`src/rtl/cpu_pkg.sv`:
```
// Shared definitions for the execute stage and its helpers.
//   - ALUOp encodings driven by the main decoder
//   - R-type funct codes decoded by the ALU
//   - Bit positions inside the WB and M control bundles
//   - State encoding for the iterative multiplier FSM
package cpu_pkg;

    localparam logic [1:0] AluOpAdd   = 2'b00;
    localparam logic [1:0] AluOpSub   = 2'b01;
    localparam logic [1:0] AluOpRtype = 2'b10;
    localparam logic [1:0] AluOpOr    = 2'b11;

    localparam logic [5:0] FunctAdd = 6'b100000;
    localparam logic [5:0] FunctSub = 6'b100010;
    localparam logic [5:0] FunctAnd = 6'b100100;
    localparam logic [5:0] FunctOr  = 6'b100101;
    localparam logic [5:0] FunctSlt = 6'b101010;
    localparam logic [5:0] FunctMul = 6'b011000;

    localparam int unsigned WbRegWrite = 0;
    localparam int unsigned WbMemtoReg = 1;
    localparam int unsigned MMemWrite  = 0;
    localparam int unsigned MMemRead   = 1;

    typedef enum logic [1:0] {
        StIdle = 2'b00,
        StMul  = 2'b01,
        StDone = 2'b10
    } mul_state_e;

    // True when the ID/EX instruction is an R-type multiply.
    function automatic logic is_mul_op(input logic [1:0] alu_op, input logic [5:0] funct);
        return (alu_op == AluOpRtype) && (funct == FunctMul);
    endfunction

endpackage

```
`src/rtl/mul_iter.sv`:
```
// Iterative shift-add multiplier, one partial-product step per cycle.
// Ports:
//   clk_i, rst_i     clock, asynchronous active-high reset
//   start_i          request a multiply; sampled only in StIdle
//   a_i, b_i         operands, latched when the multiply starts
//   busy_o           combinational; high while the requester must hold
//   done_o           high for the single cycle the product is final
//   product_o        low WIDTH bits of the unsigned product
// Takes WIDTH+1 busy cycles (the start cycle plus WIDTH steps), then one
// done cycle before returning to idle.
module mul_iter
    import cpu_pkg::*;
#(
    parameter int unsigned WIDTH = 32
) (
    input  logic             clk_i,
    input  logic             rst_i,
    input  logic             start_i,
    input  logic [WIDTH-1:0] a_i,
    input  logic [WIDTH-1:0] b_i,
    output logic             busy_o,
    output logic             done_o,
    output logic [WIDTH-1:0] product_o
);

    localparam int unsigned CntW = (WIDTH > 1) ? $clog2(WIDTH) : 1;
    localparam logic [CntW-1:0] LastStep = CntW'(WIDTH - 1);

    mul_state_e      state_q;
    logic [CntW-1:0] count_q;
    logic [WIDTH-1:0] mcand_q;
    logic [WIDTH-1:0] mplier_q;
    logic [WIDTH-1:0] acc_q;

    always_ff @(posedge clk_i or posedge rst_i) begin
        if (rst_i) begin
            state_q  <= StIdle;
            count_q  <= '0;
            mcand_q  <= '0;
            mplier_q <= '0;
            acc_q    <= '0;
        end else begin
            unique case (state_q)
                StIdle: begin
                    if (start_i) begin
                        mcand_q  <= a_i;
                        mplier_q <= b_i;
                        acc_q    <= '0;
                        count_q  <= '0;
                        state_q  <= StMul;
                    end
                end
                StMul: begin
                    if (mplier_q[0]) begin
                        acc_q <= acc_q + mcand_q;
                    end
                    // Bits shifted past WIDTH only affect the discarded high half.
                    mcand_q  <= mcand_q << 1;
                    mplier_q <= mplier_q >> 1;
                    count_q  <= count_q + 1'b1;
                    if (count_q == LastStep) begin
                        state_q <= StDone;
                    end
                end
                StDone: begin
                    state_q <= StIdle;
                end
                default: begin
                    state_q <= StIdle;
                end
            endcase
        end
    end

    // Gated by reset so a pipeline held in reset is never told to stall.
    assign busy_o    = ~rst_i & (((state_q == StIdle) & start_i) | (state_q == StMul));
    assign done_o    = (state_q == StDone);
    assign product_o = acc_q;

endmodule

```
`src/rtl/ex_mem_stage.sv`:
```
// Execute stage with forwarding, ALU and the EX/MEM pipeline register.
// Build option: define MULT_EN to add the iterative multiplier (funct
// 011000); without it a multiply yields 0 in one cycle and stall_o is 0.
// Ports:
//   clk_i, rst_i          clock, asynchronous active-high reset
//   WB_i, M_i             writeback / memory control from ID/EX
//   ALUSrc_i, ALUOp_i     operand-B select, ALU operation class
//   RegDst_i              1 = rd_i, 0 = rt_i as destination
//   data1_i, data2_i      rs / rt register values
//   sign_extend_i         immediate; [5:0] carries funct
//   rs_i, rt_i, rd_i      register specifiers
//   memwb_*_i             MEM/WB forwarding source
//   WB_o, M_o, rd_o       registered control and destination
//   ALUResult_o           registered ALU or multiply result
//   writeData_o           registered forwarded rt value (store data)
//   stall_o               combinational hold request to upstream stages
module ex_mem_stage
    import cpu_pkg::*;
#(
    parameter int unsigned WIDTH = 32
) (
    input  logic             clk_i,
    input  logic             rst_i,
    input  logic [1:0]       WB_i,
    input  logic [1:0]       M_i,
    input  logic             ALUSrc_i,
    input  logic [1:0]       ALUOp_i,
    input  logic             RegDst_i,
    input  logic [WIDTH-1:0] data1_i,
    input  logic [WIDTH-1:0] data2_i,
    input  logic [WIDTH-1:0] sign_extend_i,
    input  logic [4:0]       rs_i,
    input  logic [4:0]       rt_i,
    input  logic [4:0]       rd_i,
    input  logic             memwb_RegWrite_i,
    input  logic [4:0]       memwb_rd_i,
    input  logic [WIDTH-1:0] memwb_data_i,
    output logic [1:0]       WB_o,
    output logic [1:0]       M_o,
    output logic [WIDTH-1:0] ALUResult_o,
    output logic [WIDTH-1:0] writeData_o,
    output logic [4:0]       rd_o,
    output logic             stall_o
);

    logic [1:0]       wb_q;
    logic [1:0]       m_q;
    logic [WIDTH-1:0] alu_result_q;
    logic [WIDTH-1:0] write_data_q;
    logic [4:0]       rd_q;

    logic [WIDTH-1:0] fwd_a;
    logic [WIDTH-1:0] fwd_b;
    logic [WIDTH-1:0] alu_b;
    logic [WIDTH-1:0] alu_res;
    logic [WIDTH-1:0] ex_result;
    logic [5:0]       funct;
    logic             alu_lt;

    assign funct = sign_extend_i[5:0];

    // Forwarding: the younger EX/MEM result wins over MEM/WB; r0 never forwards.
    always_comb begin
        fwd_a = data1_i;
        if (wb_q[WbRegWrite] && (rd_q != 5'd0) && (rd_q == rs_i)) begin
            fwd_a = alu_result_q;
        end else if (memwb_RegWrite_i && (memwb_rd_i != 5'd0) && (memwb_rd_i == rs_i)) begin
            fwd_a = memwb_data_i;
        end
    end

    always_comb begin
        fwd_b = data2_i;
        if (wb_q[WbRegWrite] && (rd_q != 5'd0) && (rd_q == rt_i)) begin
            fwd_b = alu_result_q;
        end else if (memwb_RegWrite_i && (memwb_rd_i != 5'd0) && (memwb_rd_i == rt_i)) begin
            fwd_b = memwb_data_i;
        end
    end

    assign alu_b  = ALUSrc_i ? sign_extend_i : fwd_b;
    assign alu_lt = $signed(fwd_a) < $signed(alu_b);

    always_comb begin
        alu_res = '0;
        unique case (ALUOp_i)
            AluOpAdd: alu_res = fwd_a + alu_b;
            AluOpSub: alu_res = fwd_a - alu_b;
            AluOpOr:  alu_res = fwd_a | alu_b;
            AluOpRtype: begin
                case (funct)
                    FunctAdd: alu_res = fwd_a + alu_b;
                    FunctSub: alu_res = fwd_a - alu_b;
                    FunctAnd: alu_res = fwd_a & alu_b;
                    FunctOr:  alu_res = fwd_a | alu_b;
                    FunctSlt: alu_res = {{(WIDTH-1){1'b0}}, alu_lt};
                    // Multiply (when built in) is taken from mul_iter instead.
                    default:  alu_res = '0;
                endcase
            end
            default: alu_res = '0;
        endcase
    end

`ifdef MULT_EN
    logic             mul_busy;
    logic             mul_done;
    logic [WIDTH-1:0] mul_product;

    mul_iter #(
        .WIDTH (WIDTH)
    ) u_mul_iter (
        .clk_i     (clk_i),
        .rst_i     (rst_i),
        .start_i   (is_mul_op(ALUOp_i, funct)),
        .a_i       (fwd_a),
        .b_i       (alu_b),
        .busy_o    (mul_busy),
        .done_o    (mul_done),
        .product_o (mul_product)
    );

    assign stall_o = mul_busy;
    // ID/EX is still holding the multiply while the FSM sits in done.
    assign ex_result = mul_done ? mul_product : alu_res;
`else
    assign stall_o   = 1'b0;
    assign ex_result = alu_res;
`endif

    always_ff @(posedge clk_i or posedge rst_i) begin
        if (rst_i) begin
            wb_q         <= '0;
            m_q          <= '0;
            alu_result_q <= '0;
            write_data_q <= '0;
            rd_q         <= '0;
        end else if (stall_o) begin
            // Bubble: nothing downstream may write a register or memory.
            wb_q         <= '0;
            m_q          <= '0;
            alu_result_q <= '0;
            write_data_q <= '0;
            rd_q         <= '0;
        end else begin
            wb_q         <= WB_i;
            m_q          <= M_i;
            alu_result_q <= ex_result;
            write_data_q <= fwd_b;
            rd_q         <= RegDst_i ? rd_i : rt_i;
        end
    end

    assign WB_o        = wb_q;
    assign M_o         = m_q;
    assign ALUResult_o = alu_result_q;
    assign writeData_o = write_data_q;
    assign rd_o        = rd_q;

endmodule

```
`config.mk`:
```
export PLATFORM = sky130hd
export DESIGN_NAME = ex_mem_stage
export DESIGN_NICKNAME = d
export VERILOG_FILES = /design/src/rtl/cpu_pkg.sv /design/src/rtl/mul_iter.sv /design/src/rtl/ex_mem_stage.sv
export SDC_FILE = /design/constraint.sdc
export NUM_CORES = 1
export LEC_CHECK = 0
export BUFFER_PORTS_ARGS = -buffer_cell sky130_fd_sc_hd__buf_2
export CAP_MARGIN = 20
export CORE_MARGIN = 10
export CORE_UTILIZATION = 56
export CTS_BUF_LIST = sky130_fd_sc_hd__clkbuf_16
export DETAILED_ROUTE_END_ITERATION = 7
export HOLD_SLACK_MARGIN = 0.03
export MAX_ROUTING_LAYER = met4
export PLACE_DENSITY = 0.83
export SLEW_MARGIN = 10
export SYNTH_ARGS = -nofsm -noshare
export SYNTH_HDL_FRONTEND = slang
export SYNTH_SLANG_ARGS = --single-unit
export TNS_END_PERCENT = 100
```
`constraint.sdc`:
```
create_clock -name clk_i -period 5.7 [get_ports clk_i]
set_input_delay 1.14 -clock clk_i [delete_from_list [all_inputs] [get_ports clk_i]]
set_output_delay 1.14 -clock clk_i [all_outputs]
set_load 0.02 [all_outputs]
```
==> reports/qor.yml, run 1 <==
status: "complete, no violations"
p_leak_nw: 5.08
path_cells: "buf_2, or4_1, o21ai_1, buf_4, nor4_4, buf_4, mux2i_1, o21ai_0, mux2_2, fa_1, a211oi_2, o21ai_1, a32o_1, a31o_2, a21boi_4, nor3_1, or3_1, a221o_1, o311a_1"
seq_area_frac_synth_pct: 19.3
slew_viol_final: 0
drt-wirelength-per-cell_um: 20.5
hold_viol: 0
avgSynthCellArea_um2: 7.91
drt_iter0_markers: 1036
post-route-drc-count: 0
crit_fanout: 12
cts_tree: "yes"
grt_setup_unrepaired: "false"
totalWireLength_mm: 33.7
gp_congestion: 0.993
worst_ep_required_time_ps: 5940
cp_top_family: "compound AO/OA/AOI/OAI gates"
area_delta_synth_final_pct: 19.6
layout.cells.non_filler: 1643
setup_viol: 0
root_buffer: "clkbuf_16"
viasPerCell: 6.12
fp.dieH_um: 150
cp_num_buf_inv: 3
p_sw_share_pct: 43.6
max_cap_violations: 0
antenna_left: 0
seqPwrFrac_pct: 25.0
fin_crit_ps: 5380
fin_crit_sh_pct: 94.4
dp.cells: 1627
holdBufCountCts: 0
synth_area_um2: 9440
num_rows: 47
fin_ws_ps: 320
hold_start: "ALUResult_o[28]"
htreeDepth: 3
first_global_vias: 10100
vias: 10100
syn-num-nets: 1451
clk_latency_ps: 360
drt_first_pass_iters: 7
grt_first_pass_wirelength_mm: 52.6
fin_tns_setup_ps: 0
clockPowerShare_pct: 22.8
tightest_slew_ps: 1010
p_switching_w: 0.00113
die_w_um: 150
worstPathArrival_ps: 5620
powerDensity_nw_per_um2: 229
fin_skew_ps: 9.57
fillers: 1417
hp-class: "flop to flop"
cts_resized: 0
crit_start: "memwb_rd_i[1]"
cts_setup_buffers: 0
synthCells: 1194
initial_core_util_pct: 56.9
cts_made_buffers: 9
die-area_um2: 22500
path_class: "input pin to flop"
cts_sinks: 73
crit_path_start_kind: "input pin"
dp_hpwl_mm: 26.1
nNetsFinal: 1675
pin_count: 233
peakVddDrop_uv: 166
synth_cell_type_count: 92
yosysTopAreaCell: "dfrtp_1"
dpl_worst_slack_ps: 6.72
path_clk_slew_ps: 60
p_int_w: 0.00146
yosys-top-cells-area: "dfrtp_1, ha_1, mux2i_1"
grt_max_degree: 74
fmax_mhz: 186
r2r_start: "rd_o[1]"
coreArea_um2: 16600
r2r_slack_ps: 610
comb_power_share_pct: 52.2
ys.flop_type: "dfrtp_1"
synth-edff-count: 0
synth-async-reset-ratio_pct: 100
crit_slowest_cell: "or4_1"
antenna_found_initial: 0
synth-seq-cells: 73
maxSlewHeadroom_pct: 33.0
end_kind: "flop"
cts_buffer_depth: 2
critPathMaxStageDelay_ps: 510
grt.total_usage_pct: 29.7
ys_warn_count: 0
synth_top_area_share_pct: 19.3
overflow: 0
io_buffers: 231
layout-drive-gt1-share_pct: 26.3
-- cells in the final DEF (no fill, tap or decap), types with 5 or more instances in the layout --
cell	Yosys	routed
nor3_1	17	17
o221ai_1	9	9
a211oi_1	8	8
clkbuf_16	0	9
a22oi_1	6	6
buf_2	11	231
inv_1	91	90
o22ai_1	32	32
a21oi_1	84	84
a221oi_1	9	9
nand2_1	120	120
or4_1	5	5
o21a_1	7	7
dfrtp_1	73	73
a22o_1	6	6
xnor2_1	34	34
o31ai_1	6	6
xor2_1	13	13
a31oi_1	8	8
a21o_1	11	11
mux2_2	38	38
nand2b_1	11	11
and2_1	5	5
nor2b_1	28	28
mux2i_1	69	69
ha_1	96	96
nor2_1	74	73
nor4_1	9	8
a221o_1	15	15
o21ai_1	10	10
o21bai_1	10	10
nand4_1	6	6
buf_4	4	52
o21ai_0	112	112
nand3_1	14	14
a21boi_0	6	6
-- final timing paths --
| path | end | cells past startpoint |
|---|---|---|
| max | ALUResult_o[26] | 19 |
| min | writeData_o[28] | 2 |
| max reg2reg | ALUResult_o[26] | 18 |
| min reg2reg | writeData_o[28] | 2 |
| max in group asynchronous | writeData_o[8] | 3 |
| min in group asynchronous | M_o[1] | 3 |
-- cells in the mapped netlist (32+ instances only) --
master and number:
ha_1 96, o22ai_1 32, xnor2_1 34, inv_1 91
dfrtp_1 73, clkbuf_1 48, nor2_1 74, nand2_1 120
a21oi_1 84, mux2i_1 69, o21ai_0 112, mux2_2 38
-- worst min-delay path, delay by kind of cell, from the launching register on --
kind             cells  cell delay (ps)
flip-flops           1              360
AO/OA/AOI/OAI        1               90
AND/OR/NAND/NOR      1               50
-- layout make-up --
type	instances	area (µm²)	area share, %
Multi-Input combinational cell	958	7000	61.9
Inverter	92	347	3.07
Tap cell	220	275	2.44
Clock inverter	6	60.1	0.532
Timing Repair Buffer	284	1570	13.9
Sequential cell	73	1830	16.2
Clock buffer	9	225	1.99
Antenna cell	1	2.50	0.0221
-- power by group through the flow --
stage | clock [W] | sequential, W | combinational (W)
2_1_floorplan | 0 | 0.000741 | 0.000814
3_3_place_gp | 0 | 0.000652 | 0.00130
3_5_place_dp | 0 | 0.000656 | 0.00132
4_1_cts | 0.000592 | 0.000647 | 0.00133
5_1_grt | 0.000612 | 0.000657 | 0.00147
6_report | 0.000590 | 0.000648 | 0.00135
-- flip-flops by register name, indices dropped and copies added (netlist names) --
name / cells
ALUResult_o: 32
M_o: 2
WB_o: 2
rd_o: 5
writeData_o: 32
-- cell families after synthesis --
family / share of synthesized area (%)
fa+ha+maj: 13.1
simple gates: 16.6
mux: 11.8
flops: 19.3
buf+inv: 6.96
xor+xnor: 4.36
other cells: 0.0397
compound gates: 27.7
-- routing by layer --
| layer | track usage (%) | vias up | share of wire (%) |
|---|---|---|---|
| met2 | 47.2 | 560 | 47 |
| met1 | 36.2 | 4678 | 40 |
| met3 | 6.46 | 76 | 11 |
| li1 | - | 4742 | - |
| met4 | 11.1 | 0 | 2.6 |
| met5 | - | - | 0 |
-- through the flow --
stage	cell area [µm²]	total power, W	hold slack (ps)	utilization [%]
floorplan	9440	0.00155	631	-
global placement	11000	0.00195	505	66.4
detailed placement	11000	0.00197	530	66.4
CTS	11300	0.00257	548	68.1
global route	11300	0.00273	575	68.1
finish	11300	0.00259	544	68.1
(Power assumes the default switching activity.)
==> inputs of run 2 (changes only) <==
CORE_ASPECT_RATIO = 0.8   (was default)
CORE_MARGIN = 2   (was 10)
==> run 2 against run 1 <==
Register-to-register slack gained 60 ps. Non-clock buffer count grew 4. Combinational power is essentially flat. Total power grew 1.3%. Setup slack lost 47 ps. Cell count grew 0.24%. Clock skew grew 7.3 ps. Global-route usage grew 7.7 points. Sequential power is essentially flat. Final area grew 0.54%. Routed wire length shrank 1.4%. Largest power group unchanged. Highest routed layer unchanged.
==> reports/qor.yml, run 2 (synthesis gave the netlist of run 1 again) <==
nNetsFinal: 1679  # +0.24%
path_clk_slew_ps: 70  # about the same
hold_start: "ALUResult_o[20]"
p_leak_nw: 5.11  # +0.60%
cts_setup_buffers: 0  # unchanged
fin_crit_sh_pct: 95.2  # +0.82 points
maxSlewHeadroom_pct: 32.4  # -0.57 points
hold_depth: 2  # unchanged
pin_count: 233  # unchanged
fin_skew_ps: 16.9  # +7.33 ps
worstPathArrival_ps: 5690  # +70 ps
final_common_cell: "buf_2"
num_rows: 42  # -11%
path_cells: "buf_2, or4_1, o21ai_1, buf_4, nor4_4, mux2i_1, o21ai_0, ha_1, o21ba_2, or4_1, nand3_2, a2111oi_4, o31ai_4, a21oi_1, o41ai_1, o21ai_0, a22oi_1"
fmax_mhz: 184  # -0.86%
multiInputGateArea_um2: 7000  # unchanged
die_w_um: 149  # -0.45%
post-route-drc-count: 0  # unchanged
dp.cells: 1631  # +0.25%
root_buffer: "clkbuf_16"
p_int_w: 0.00147  # +0.67%
seq_area_um2: 1830  # unchanged
coreArea_um2: 16500  # -0.50%
tightest_slew_ps: 1010  # +8.57 ps
status: "complete, no violations"
totalWireLength_mm: 33.2  # -1.4%
initial_core_util_pct: 57.2  # +0.29 points
grt_max_degree: 74  # unchanged
fin_crit_ps: 5430  # +46.5 ps
setup_viol: 0  # unchanged
comb_power_share_pct: 52.1  # about the same
area_delta_synth_final_pct: 20.3
p_switching_w: 0.00115  # +2.1%
gp_congestion: 1.00  # +1.2%
powerDensity_nw_per_um2: 231  # +0.76%
drt-wirelength-per-cell_um: 20.1  # -1.6%
crit_path_start_kind: "input pin"
seqPwrFrac_pct: 24.7  # -0.3 points
peakVddDrop_uv: 157  # -5.4%
drt_first_pass_iters: 8  # +1
grt_first_pass_wirelength_mm: 51.1  # -2.9%
end_kind: "flop"
clk_latency_ps: 360  # about the same
grt_setup_unrepaired: "false"
diodes: 0  # -1
cts_sinks: 73  # unchanged
p_sw_share_pct: 43.9  # +0.36 points
r2r_end: "ALUResult_o[29]"
worst_ep_required_time_ps: 5970  # +30 ps
max_cap_violations: 0  # unchanged
cts_buffer_depth: 2  # unchanged
r2r_slack_ps: 670  # +60 ps
htreeDepth: 3  # unchanged
crit_fanout: 5  # -7
layout-drive-gt1-share_pct: 26.6  # +0.33 points
fillers: 1406  # -0.78%
path_class: "input pin to flop"
drt_iter0_markers: 1031  # -0.48%
die-area_um2: 17900  # -20%
first_global_vias: 9590  # -5.0%
fp.dieH_um: 120  # -20%
cts_made_buffers: 9  # unchanged
hold_end: "writeData_o[20]"
r2r_start: "rd_o[2]"
io_buffers: 231  # unchanged
slew_viol_final: 0  # unchanged
overflow: 0  # unchanged
cts_tree: "yes"
holdBufCountCts: 0  # unchanged
antenna_left: 0  # unchanged
dp_hpwl_mm: 25.1  # -3.8%
viasPerCell: 6.23  # +1.7%
hold_viol: 0  # unchanged
antenna_found_initial: 0  # unchanged
crit_slowest_cell: "or4_1"
hp-class: "flop to flop"
layout.cells.non_filler: 1647  # +0.24%
vias: 10300  # +2.0%
utilization_pct: 68.8  # +0.71 points
r2r_cells: 17  # -1
critPathMaxStageDelay_ps: 500  # about the same
grt.total_usage_pct: 37.4  # +7.7 points
clockPowerShare_pct: 23.2  # +0.4 points
layout_common_cells: "buf_2, nand2_1, o21ai_0"
## run 2: cell types whose count changed in the layout (fill, tap and decap cells not counted)
| cell | change |
|---|---|
| clkinv_4 | +1 |
| clkinv_2 | -1 |
| inv_6 | +2 |
| buf_6 | +1 |
| clkinv_1 | -1 |
| buf_12 | +1 |
| diode_2 | -1 |
| buf_4 | +2 |
## run 2: power groups by stage
stage               registers [W]  logic (W)  clock network [W]
global route             0.000655    0.00147           0.000640
detailed placement       0.000654    0.00132                  0
finish                   0.000647    0.00136           0.000609
floorplan                0.000741   0.000814                  0
CTS                      0.000645    0.00133           0.000616
global placement         0.000654    0.00131                  0
## run 2: repair_timing
item / in CTS / in global routing
resized for setup: 0 / 1
endpoints found under the hold margin: 0 / 0
endpoints found under the setup margin: 0 / 1
## run 2: per-layer routing
layer	track usage [%]	part of all wire, %	vias to the layer above
li1	-	-	4750
met1	50.6	44	4816
met2	57.8	45	615
met3	6.05	9.4	74
met4	11.0	2.2	0
met5	-	0	-
## run 2: final cells by class
class,count,share of cell area (%)
Sequential cell,73,16.1
Clock buffer,9,1.98
Inverter,92,3.05
Timing Repair Buffer,288,14.2
Clock inverter,7,0.683
Tap cell,220,2.42
Multi-Input combinational cell,958,61.6
## run 2: metrics by stage
step / setup slack (ps) / hold WS, ps / instance area [µm²] / total power [W] / setup TNS, ps
after detailed placement: -36.1 / 526 / 11100 / 0.00197 / -52.8
after global routing: 9.33 / 577 / 11400 / 0.00276 / 0
after global placement: 54.5 / 512 / 11100 / 0.00196 / 0
after CTS: 294 / 530 / 11400 / 0.00259 / 0
after floorplan: 498 / 631 / 9440 / 0.00155 / 0
final: 273 / 529 / 11400 / 0.00262 / 0
## run 2: critical path, delay by kind of cell
family / cells / cell delay, ps
compound gates: 9 / 2560
fa+ha+maj: 1 / 380
buf+inv: 2 / 330
mux: 1 / 130
simple gates: 4 / 1160
## run 2: worst max-delay path by stage
stage | from | end
finish | memwb_rd_i[2] | ALUResult_o[29]
global route | memwb_rd_i[2] | ALUResult_o[29]
CTS | memwb_rd_i[2] | ALUResult_o[29]
detailed placement | memwb_rd_i[2] | ALUResult_o[29]
global placement | memwb_rd_i[2] | ALUResult_o[26]
floorplan | memwb_rd_i[4] | ALUResult_o[26]
